<file path="src/rtl/seq_mult_pkg.sv">
// seq_mult_pkg: shared types and constants for the sequential multiplier.
//   state_e      : FSM state encoding (idle / run / done)
//   DefaultWidth : default operand width
//   CntWidth     : iteration counter width for the default operand width
//   cnt_width()  : counter width for an arbitrary operand width
package seq_mult_pkg;

  localparam int unsigned DefaultWidth = 16;

  // Counter must be able to hold the value WIDTH itself.
  localparam int unsigned CntWidth = $clog2(DefaultWidth + 1);

  typedef enum logic [1:0] {
    StIdle,
    StRun,
    StDone
  } state_e;

  function automatic int unsigned cnt_width(input int unsigned w);
    return $clog2(w + 1);
  endfunction

endpackage

</file>
<file path="src/rtl/seq_mult_if.sv">
// seq_mult_if: host-side bundle of the multiplier.
//   init   : start request, rising edge starts a multiply
//   op_A   : multiplicand (WIDTH bits, unsigned)
//   op_B   : multiplier   (WIDTH bits, unsigned)
//   result : registered product (2*WIDTH bits)
//   done   : one-cycle completion pulse
// Modports: master = host / bus wrapper, slave = multiplier core.
interface seq_mult_if #(
  parameter int unsigned WIDTH = 16
);

  logic                 init;
  logic [WIDTH-1:0]     op_A;
  logic [WIDTH-1:0]     op_B;
  logic [2*WIDTH-1:0]   result;
  logic                 done;

  modport master (
    output init,
    output op_A,
    output op_B,
    input  result,
    input  done
  );

  modport slave (
    input  init,
    input  op_A,
    input  op_B,
    output result,
    output done
  );

endinterface

</file>
<file path="src/rtl/seq_mult_dp.sv">
// seq_mult_dp: shift-and-add datapath.
//   clk, reset    : clock, asynchronous active-high reset
//   load_i        : capture operands, clear product and counter
//   step_i        : perform one shift-and-add iteration
//   op_a_i/op_b_i : operands, sampled only on load_i
//   prod_next_o   : product value after the current step (written to result on the last step)
//   last_o        : the current step is the final iteration
// Build option: SEQ_MULT_EARLY_TERM_EN ends iteration once the remaining multiplier bits are zero.
module seq_mult_dp #(
  parameter int unsigned Width    = 16,
  parameter int unsigned CntWidth = 5
) (
  input  logic                 clk,
  input  logic                 reset,
  input  logic                 load_i,
  input  logic                 step_i,
  input  logic [Width-1:0]     op_a_i,
  input  logic [Width-1:0]     op_b_i,
  output logic [2*Width-1:0]   prod_next_o,
  output logic                 last_o
);

  logic [2*Width-1:0] acc_a_q, acc_a_d;
  logic [2*Width-1:0] prod_q, prod_d;
  logic [Width-1:0]   sh_b_q, sh_b_d;
  logic [CntWidth-1:0] cnt_q, cnt_d;
  logic [2*Width-1:0] prod_sum;
  logic               cnt_last;

  // Product cannot exceed 2*Width bits, so the sum never wraps.
  assign prod_sum    = prod_q + (sh_b_q[0] ? acc_a_q : '0);
  assign prod_next_o = prod_sum;
  assign cnt_last    = (cnt_q == CntWidth'(Width - 1));

`ifdef SEQ_MULT_EARLY_TERM_EN
  // Stop once the shifted multiplier would be zero; the count bound is a safety net only.
  assign last_o = ((sh_b_q >> 1) == '0) || cnt_last;
`else
  assign last_o = cnt_last;
`endif

  always_comb begin
    acc_a_d = acc_a_q;
    prod_d  = prod_q;
    sh_b_d  = sh_b_q;
    cnt_d   = cnt_q;
    if (load_i) begin
      acc_a_d = {{Width{1'b0}}, op_a_i};
      sh_b_d  = op_b_i;
      prod_d  = '0;
      cnt_d   = '0;
    end else if (step_i) begin
      prod_d  = prod_sum;
      acc_a_d = acc_a_q << 1;
      sh_b_d  = sh_b_q >> 1;
      cnt_d   = cnt_q + CntWidth'(1);
    end
  end

  always_ff @(posedge clk or posedge reset) begin
    if (reset) begin
      acc_a_q <= '0;
      prod_q  <= '0;
      sh_b_q  <= '0;
      cnt_q   <= '0;
    end else begin
      acc_a_q <= acc_a_d;
      prod_q  <= prod_d;
      sh_b_q  <= sh_b_d;
      cnt_q   <= cnt_d;
    end
  end

endmodule

</file>
<file path="src/rtl/seq_mult.sv">
// seq_mult: sequential unsigned WIDTH x WIDTH -> 2*WIDTH shift-and-add multiplier.
//   clk   : system clock
//   reset : asynchronous active-high reset, aborts any multiply in progress
//   bus   : seq_mult_if slave (init, op_A, op_B in; result, done out)
// A rising edge on init starts a multiply from idle; done pulses one cycle with result valid.
// Build option: SEQ_MULT_EARLY_TERM_EN shortens the run phase (see seq_mult_dp).
module seq_mult
  import seq_mult_pkg::*;
#(
  parameter int unsigned WIDTH = DefaultWidth
) (
  input  logic      clk,
  input  logic      reset,
  seq_mult_if.slave bus
);

  localparam int unsigned CntW = cnt_width(WIDTH);

  state_e               state_q, state_d;
  logic                 init_q;
  logic [2*WIDTH-1:0]   result_q, result_d;
  logic                 done_q, done_d;
  logic                 start;
  logic                 load;
  logic                 step;
  logic                 last;
  logic [2*WIDTH-1:0]   prod_next;

  // init_q tracks init in every state, so a held init never retriggers.
  assign start = bus.init & ~init_q;

  seq_mult_dp #(
    .Width    (WIDTH),
    .CntWidth (CntW)
  ) u_dp (
    .clk         (clk),
    .reset       (reset),
    .load_i      (load),
    .step_i      (step),
    .op_a_i      (bus.op_A),
    .op_b_i      (bus.op_B),
    .prod_next_o (prod_next),
    .last_o      (last)
  );

  always_comb begin
    state_d  = state_q;
    result_d = result_q;
    done_d   = 1'b0;
    load     = 1'b0;
    step     = 1'b0;
    unique case (state_q)
      StIdle: begin
        if (start) begin
          load    = 1'b1;
          state_d = StRun;
        end
      end
      StRun: begin
        step = 1'b1;
        if (last) begin
          result_d = prod_next;
          done_d   = 1'b1;
          state_d  = StDone;
        end
      end
      StDone: begin
        // Any start seen here is dropped.
        state_d = StIdle;
      end
      default: state_d = StIdle;
    endcase
  end

  always_ff @(posedge clk or posedge reset) begin
    if (reset) begin
      state_q  <= StIdle;
      init_q   <= 1'b0;
      result_q <= '0;
      done_q   <= 1'b0;
    end else begin
      state_q  <= state_d;
      init_q   <= bus.init;
      result_q <= result_d;
      done_q   <= done_d;
    end
  end

  assign bus.result = result_q;
  assign bus.done   = done_q;

endmodule

</file>
<file path="src/flat_wrapper.sv">
// flat-port wrapper written by rule: the top's interface ports become plain ports
module seq_mult_flat import seq_mult_pkg::*;
#(
  parameter int unsigned WIDTH = DefaultWidth
)
  (clk, reset, bus_init, bus_op_A, bus_op_B, bus_result, bus_done);
  seq_mult_if #(.WIDTH(WIDTH)) bus_i ();
  input  logic clk;
  input  logic reset;
  input wire logic [$bits(bus_i.init)-1:0] bus_init;
  input wire logic [$bits(bus_i.op_A)-1:0] bus_op_A;
  input wire logic [$bits(bus_i.op_B)-1:0] bus_op_B;
  output wire logic [$bits(bus_i.result)-1:0] bus_result;
  output wire logic [$bits(bus_i.done)-1:0] bus_done;
  assign bus_i.init = bus_init;
  assign bus_i.op_A = bus_op_A;
  assign bus_i.op_B = bus_op_B;
  assign bus_result = bus_i.result;
  assign bus_done = bus_i.done;
  seq_mult #(.WIDTH(WIDTH)) u_core (.clk(clk), .reset(reset), .bus(bus_i));
endmodule
</file>
<file path="config.mk">
export PLATFORM = sky130hd
export DESIGN_NAME = seq_mult_flat
export DESIGN_NICKNAME = d
export VERILOG_FILES = /design/src/rtl/seq_mult_pkg.sv /design/src/rtl/seq_mult_if.sv /design/src/rtl/seq_mult_dp.sv /design/src/rtl/seq_mult.sv /design/src/flat_wrapper.sv
export SDC_FILE = /design/constraint.sdc
export NUM_CORES = 1
export LEC_CHECK = 0
export CAP_MARGIN = 20
export CORE_MARGIN = 3
export CORE_UTILIZATION = 58
export CTS_BUF_LIST = sky130_fd_sc_hd__clkbuf_16
export CTS_CLUSTER_DIAMETER = 50
export DETAILED_ROUTE_END_ITERATION = 8
export GPL_ROUTABILITY_DRIVEN = 1
export PLACE_DENSITY = 0.77
export SYNTH_ARGS = -nofsm -noshare
export SYNTH_HDL_FRONTEND = slang
export SYNTH_HIERARCHICAL = 1
export SYNTH_SLANG_ARGS = --single-unit
</file>
<file path="constraint.sdc">
create_clock -name clk -period 4.1 [get_ports clk]
set_clock_uncertainty 0.2 [all_clocks]
set_input_delay 1.23 -clock clk [delete_from_list [all_inputs] [get_ports clk]]
set_output_delay 1.23 -clock clk [all_outputs]
set_load 0.01 [all_outputs]
</file>
* Word level (Yosys, flattened, before mapping) *
Index checks and enable logic that the tools add are counted.

cells by class
  bitwise gates (word level) = 2
  $add $sub $neg = 2
  reduce and logical (&&, ||, !) cells = 4
  mux-type cells = 17
  equal/unequal tests = 4

operators with widths
  kind                   count
  $mux W32               5
  $add A32 B32 Y32       1
  $mux W16               2
  $mux W5                2
  $add A5 B1 Y5 const B  1
  $eq A5 B4 Y1 const B   1
  $mux W1                5
  $mux W2                2
  $ne A2 B1 Y1 const B   2
  $pmux W2 S2            1
  $reduce_and A2 Y1      2
  $eq A2 B1 Y1 const B   1
  $logic_not A2 Y1       1
  $reduce_bool A2 Y1     1
  $and A1 B1 Y1          1
  $not A1 Y1             1

storage, ports and cells
  word-level logic and storage cells = 37
  flip-flop bits (word level) = 121
  input port bits = 35

* Longest topological paths before layout *
  depth in word-level cells = 5
  depth in mapped cells = 12
  mapped depth without buffers = 11

* Hierarchy *
Netlist, hierarchy kept.

by module, submodules not included
  module       times used  area each (µm²)  cells an instance  seq. area each (µm²)
  seq_mult_dp  1           5,849.4          654                2,127.0
  seq_mult     1           1,501.4          80                 900.9

* Least setup slack after synthesis *
No wires, ideal clock.

  kind = register -> register
  from = register u_core.u_dp.sh_b_q[0]
  to = register u_core.result_q[28] (netlist: u_core/bus.result[28])
  cell stages (with the launch flop) = 12
  buffers on the path = 1
  data arrival time = 2.948 ns
  setup slack = 0.827 ns
  required time = 3.775 ns
  cell sequence = dfrtp_1 > clkbuf_1 > and2_1 > fa_1 > a21o_1 > a311o_1 > o2111ai_2 > o32ai_2 > o41a_1 > a21boi_0 > xnor2_1 > mux2_4

between the ends
  word-level cells in the longest chain between the ends = 2

ends and longest elaborated chain
  item                      line               text
  from (decl)               seq_mult_dp.sv:25  logic [Width-1:0] sh_b_q, sh_b_d;
  from (signal assigned)    seq_mult_dp.sv:64  sh_b_q <= '0;
  from (signal assigned)    seq_mult_dp.sv:69  sh_b_q <= sh_b_d;
  $mux W32                  seq_mult_dp.sv:31  assign prod_sum = prod_q + (sh_b_q[0] ? acc_a_q : '0);
  $add A32 B32 Y32          seq_mult_dp.sv:31
  net u_core.prod_next[28]  seq_mult.sv:27     logic [2*WIDTH-1:0] prod_next;
  to (signal assigned)      seq_mult.sv:84     result_q <= result_d;
  to (decl)                 seq_mult.sv:21     logic [2*WIDTH-1:0] result_q, result_d;

The timed path passes the listed nets, and every way through them passes these cells.
A chain may end at the register's enable or synchronous reset.

* Worst setup path after layout *
  from = register u_core.u_dp.sh_b_q[0]
  to = register u_core.result_q[31] (netlist: u_core/bus.result[31])

Same word-level chain as after synthesis.

==> flow_metrics.env <==
export IMPL_tightest_slew_ns=0.900
export IMPL_dieArea_um2=14100
export IMPL_rrSetupSlack_ns=0.46
export IMPL_hold_violations=0
export IMPL_combPwrFrac_pct=46.0
export IMPL_worst_setup_path_type="reg2reg"
export IMPL_p_per_area_nw_per_um2=768
export IMPL_fin_crit_sh_pct=88.9
export IMPL_start_util_pct=60.2
export IMPL_drc=0
export IMPL_min_from="u_core/bus.result[16]$_DFFE_PP0P_"
export IMPL_p_sw_share_pct=37.9
export IMPL_share_seq_of_total_power_pct=30.9
export IMPL_reg2reg_to="u_core/bus.result[31]$_DFFE_PP0P_"
export IMPL_synth_edf_count=0
export IMPL_cp_max_fo=22
export IMPL_clock_latency_ns=0.42
export IMPL_grt_pass1_vias=5623
export IMPL_max_freq_mhz=274
export IMPL_grt_setup_unrepaired="false"
export IMPL_synth_area_per_cell_um2=10.0
export IMPL_path_clk_slew_ns=0.05
export IMPL_grtUsageTotal_pct=24.8
export IMPL_die_h_um=119
export IMPL_cap_violations=0
export IMPL_rr_worst_depth=11
export IMPL_antenna_found_initial=0
export IMPL_synth_nets=803
export IMPL_hold_end="u_core/bus.result[16]$_DFFE_PP0P_"
export IMPL_n_fill_cell=946
export IMPL_regToRegStartpoint="u_core/u_dp/sh_b_q[0]$_DFFE_PP0P_"
export IMPL_overflow=0
export IMPL_ys_warn_count=6
export IMPL_syn_cell_area_um2=7350
export IMPL_syn_instance_count=734
export IMPL_maxSlewHeadroom_pct=40.0
export IMPL_slew_viol_final=0
export IMPL_switching_power_uw=2530
export IMPL_drt_iter0_drc=337
export IMPL_vias=5657
export IMPL_synth_area_top_cells="dfrtp_1 (41%), mux2i_1 (9.0%), mux2_4 (5.9%)"
export IMPL_final_nets=852
export IMPL_die_x_um=119
export IMPL_cp_end_kind="register"
export IMPL_hp_class="reg2reg"
export IMPL_async_flop_share_pct=100
export IMPL_cts_buffer_depth=2
export IMPL_ctsHtreeMaxLevel=4
export IMPL_placed_cells=932
export IMPL_dp_hpwl_um=11500
export IMPL_ioPinCount=68
export IMPL_start_kind="register"
export IMPL_ys_flop_type="dfrtp_1"
export IMPL_clkPwrFrac_pct=23.2
export IMPL_clock_sinks=121
export IMPL_final_cells=963
export IMPL_grt_pass1_wl_um=28400
export IMPL_synth_top_area_cell="dfrtp_1"
export IMPL_ys_seq_elements=121
export IMPL_ys_seq_area_share_pct=41.2
export IMPL_whs_path_depth=1
export IMPL_rows=40
export IMPL_synthDominantCellAreaShare_pct=41.2
export IMPL_ctsResizeCount=0
export IMPL_hold_buffers=0
export IMPL_gp_congestion=0.899
export IMPL_cts_tree="yes"
export IMPL_fin_crit_ns=3.64
export IMPL_cp_arrival_ns=3.74
export IMPL_finalSetupTns_ns=0
export IMPL_syn_to_final_growth_pct=18.3
export IMPL_intPower_uw=4150
export IMPL_cts_buffers=17
export IMPL_drt_pass1_iter_count=5
export IMPL_peakVddDrop_v=0.000391
export IMPL_required_ns=4.20
export IMPL_num_antenna_cells=0
export IMPL_finalSetupViolCount=0
export IMPL_p_leak_uw=0.00423
export IMPL_drive_gt1_share_pct=11.6
export IMPL_outcome="finished, final reports clean"
export IMPL_cts_root_buffer="clkbuf_16"
export IMPL_multi_input_area_um2=4030
export IMPL_coreArea_um2=12200
export IMPL_antenna_left=0
export IMPL_ys_types=74
export IMPL_wirelength_um=16800
export IMPL_grt_max_degree=86
export IMPL_portBuffers=67
export IMPL_via_per_inst=5.87
export IMPL_routedWlPerCell_um=17.5
export IMPL_register_area_um2=3030
export IMPL_post_cts_setup_buffer_count=0
==> placed cells by master, fill, tap and decap left out, types with 5 or more instances in the layout <==
cell and n:
nand3_1 18, nor3b_1 6, mux2_4 29, inv_1 14
and2_1 32, clkbuf_16 17, a21oi_1 35, xnor2_1 17
buf_4 10, ha_1 33, dfrtp_1 121, a21o_1 12
clkinv_2 5, o21ai_0 46, nand4_1 12, mux2i_1 66
o21bai_1 6, nand2_1 66, and3_1 10, a31oi_1 5
xor2_1 16, a311o_1 5, nor2_1 64, clkdlybuf4s50_1 67
==> worst max-delay path by stage <==
| stage | from | to | depth (start not counted) |
|---|---|---|---|
| global placement | bus_init | u_core/u_dp/acc_a_q[10]$_DFFE_PP0P_ | 5 |
| detailed placement | bus_init | u_core/u_dp/sh_b_q[10]$_DFFE_PP0P_ | 5 |
| global route | u_core/u_dp/sh_b_q[0]$_DFFE_PP0P_ | u_core/bus.result[31]$_DFFE_PP0P_ | 12 |
| finish | u_core/u_dp/sh_b_q[0]$_DFFE_PP0P_ | u_core/bus.result[31]$_DFFE_PP0P_ | 11 |
| CTS | u_core/u_dp/sh_b_q[0]$_DFFE_PP0P_ | u_core/bus.result[30]$_DFFE_PP0P_ | 11 |
| floorplan | reset | u_core/u_dp/acc_a_q[0]$_DFFE_PP0P_ | 1 |
==> cell type report <==
cell class,instances,area share [%]
inverters,15,0.662
flip-flops and latches,121,34.8
clock inverters,14,2.09
well taps,168,2.42
clock buffers,17,4.89
repair buffers,78,8.81
multi-input cells,550,46.3
==> registers in the layout, summed over array words and instances (netlist names) <==
| register | count |
|---|---|
| u_core/u_dp/acc_a_q | 32 |
| u_core/state_q | 2 |
| u_core/u_dp/sh_b_q | 16 |
| u_core/u_dp/prod_q | 32 |
| u_core/bus.done | 1 |
| u_core/u_dp/cnt_q | 5 |
| u_core/init_q | 1 |
| u_core/bus.result | 32 |
==> through the flow <==
step | utilization [%] | instance area, um2 | total power, uW | hold WS [ns] | worst slack, ns
after CTS | 71.2 | 8690 | 6700 | 0.312 | 0.476
after global routing | 71.2 | 8690 | 7130 | 0.324 | 0.229
after global placement | 66.2 | 8090 | 4960 | 0.288 | 0.520
final | 71.2 | 8690 | 6680 | 0.308 | 0.456
after floorplan | - | 7350 | 4220 | 0.241 | 0.477
after detailed placement | 66.2 | 8090 | 5100 | 0.298 | 0.414
==> power groups by stage <==
stage | clock [uW] | combinational, uW | sequential (uW)
6_report | 1550 | 3070 | 2060
5_1_grt | 1630 | 3380 | 2130
4_1_cts | 1580 | 3060 | 2060
3_5_place_dp | 0 | 3030 | 2070
3_3_place_gp | 0 | 2930 | 2040
2_1_floorplan | 0 | 2190 | 2020
==> cells in the mapped netlist (3+ instances only) <==
cell type,instances
a311o_1,5
o211ai_1,3
inv_1,14
mux2_2,3
xor2_1,16
o21bai_1,6
buf_2,8
nor3_1,4
clkbuf_1,25
a21oi_1,35
buf_12,3
dfrtp_1,121
a21o_1,12
nand2b_1,3
buf_1,10
nand2_1,66
nand3_1,18
and2_1,32
a31oi_1,5
ha_1,33
nand3b_1,3
nor3b_1,6
mux2_4,29
nand4_1,12
and3_1,10
nor2_1,64
mux2i_1,66
a211oi_1,4
xnor2_1,17
o21ai_0,46
==> per-layer routing <==
layer  routed length (um)  track usage, %  up-vias
li1                     -               -     2706
met1                 7800            34.5     2753
met2                 7940            38.7      168
met3                  798            5.36       30
met4                  280            8.04        0
met5                    0               0        -
==> cell families after synthesis <==
| family | Yosys count | synth area share, % |
|---|---|---|
| muxes | 99 | 15.5 |
| adders and majority gates | 34 | 5.89 |
| and+or+nand+nor | 235 | 15.9 |
| AOI/OAI and AO/OA | 149 | 13.4 |
| buffers and inverters | 63 | 4.17 |
| DFF | 121 | 41.2 |
| xor gates and xnor gates | 33 | 3.93 |
==> worst max-delay path, stage by stage, from the launching register on <==
cell	delay, ns
dfrtp_1	0.52
buf_4	0.31
and2_1	0.16
ha_1	0.34
a21oi_2	0.27
o21ai_0	0.26
a221oi_1	0.59
inv_1	0.11
a31oi_1	0.20
xnor2_1	0.17
xnor2_1	0.12
mux2_4	0.27
No activity file was read; power rests on OpenSTA's default activity.
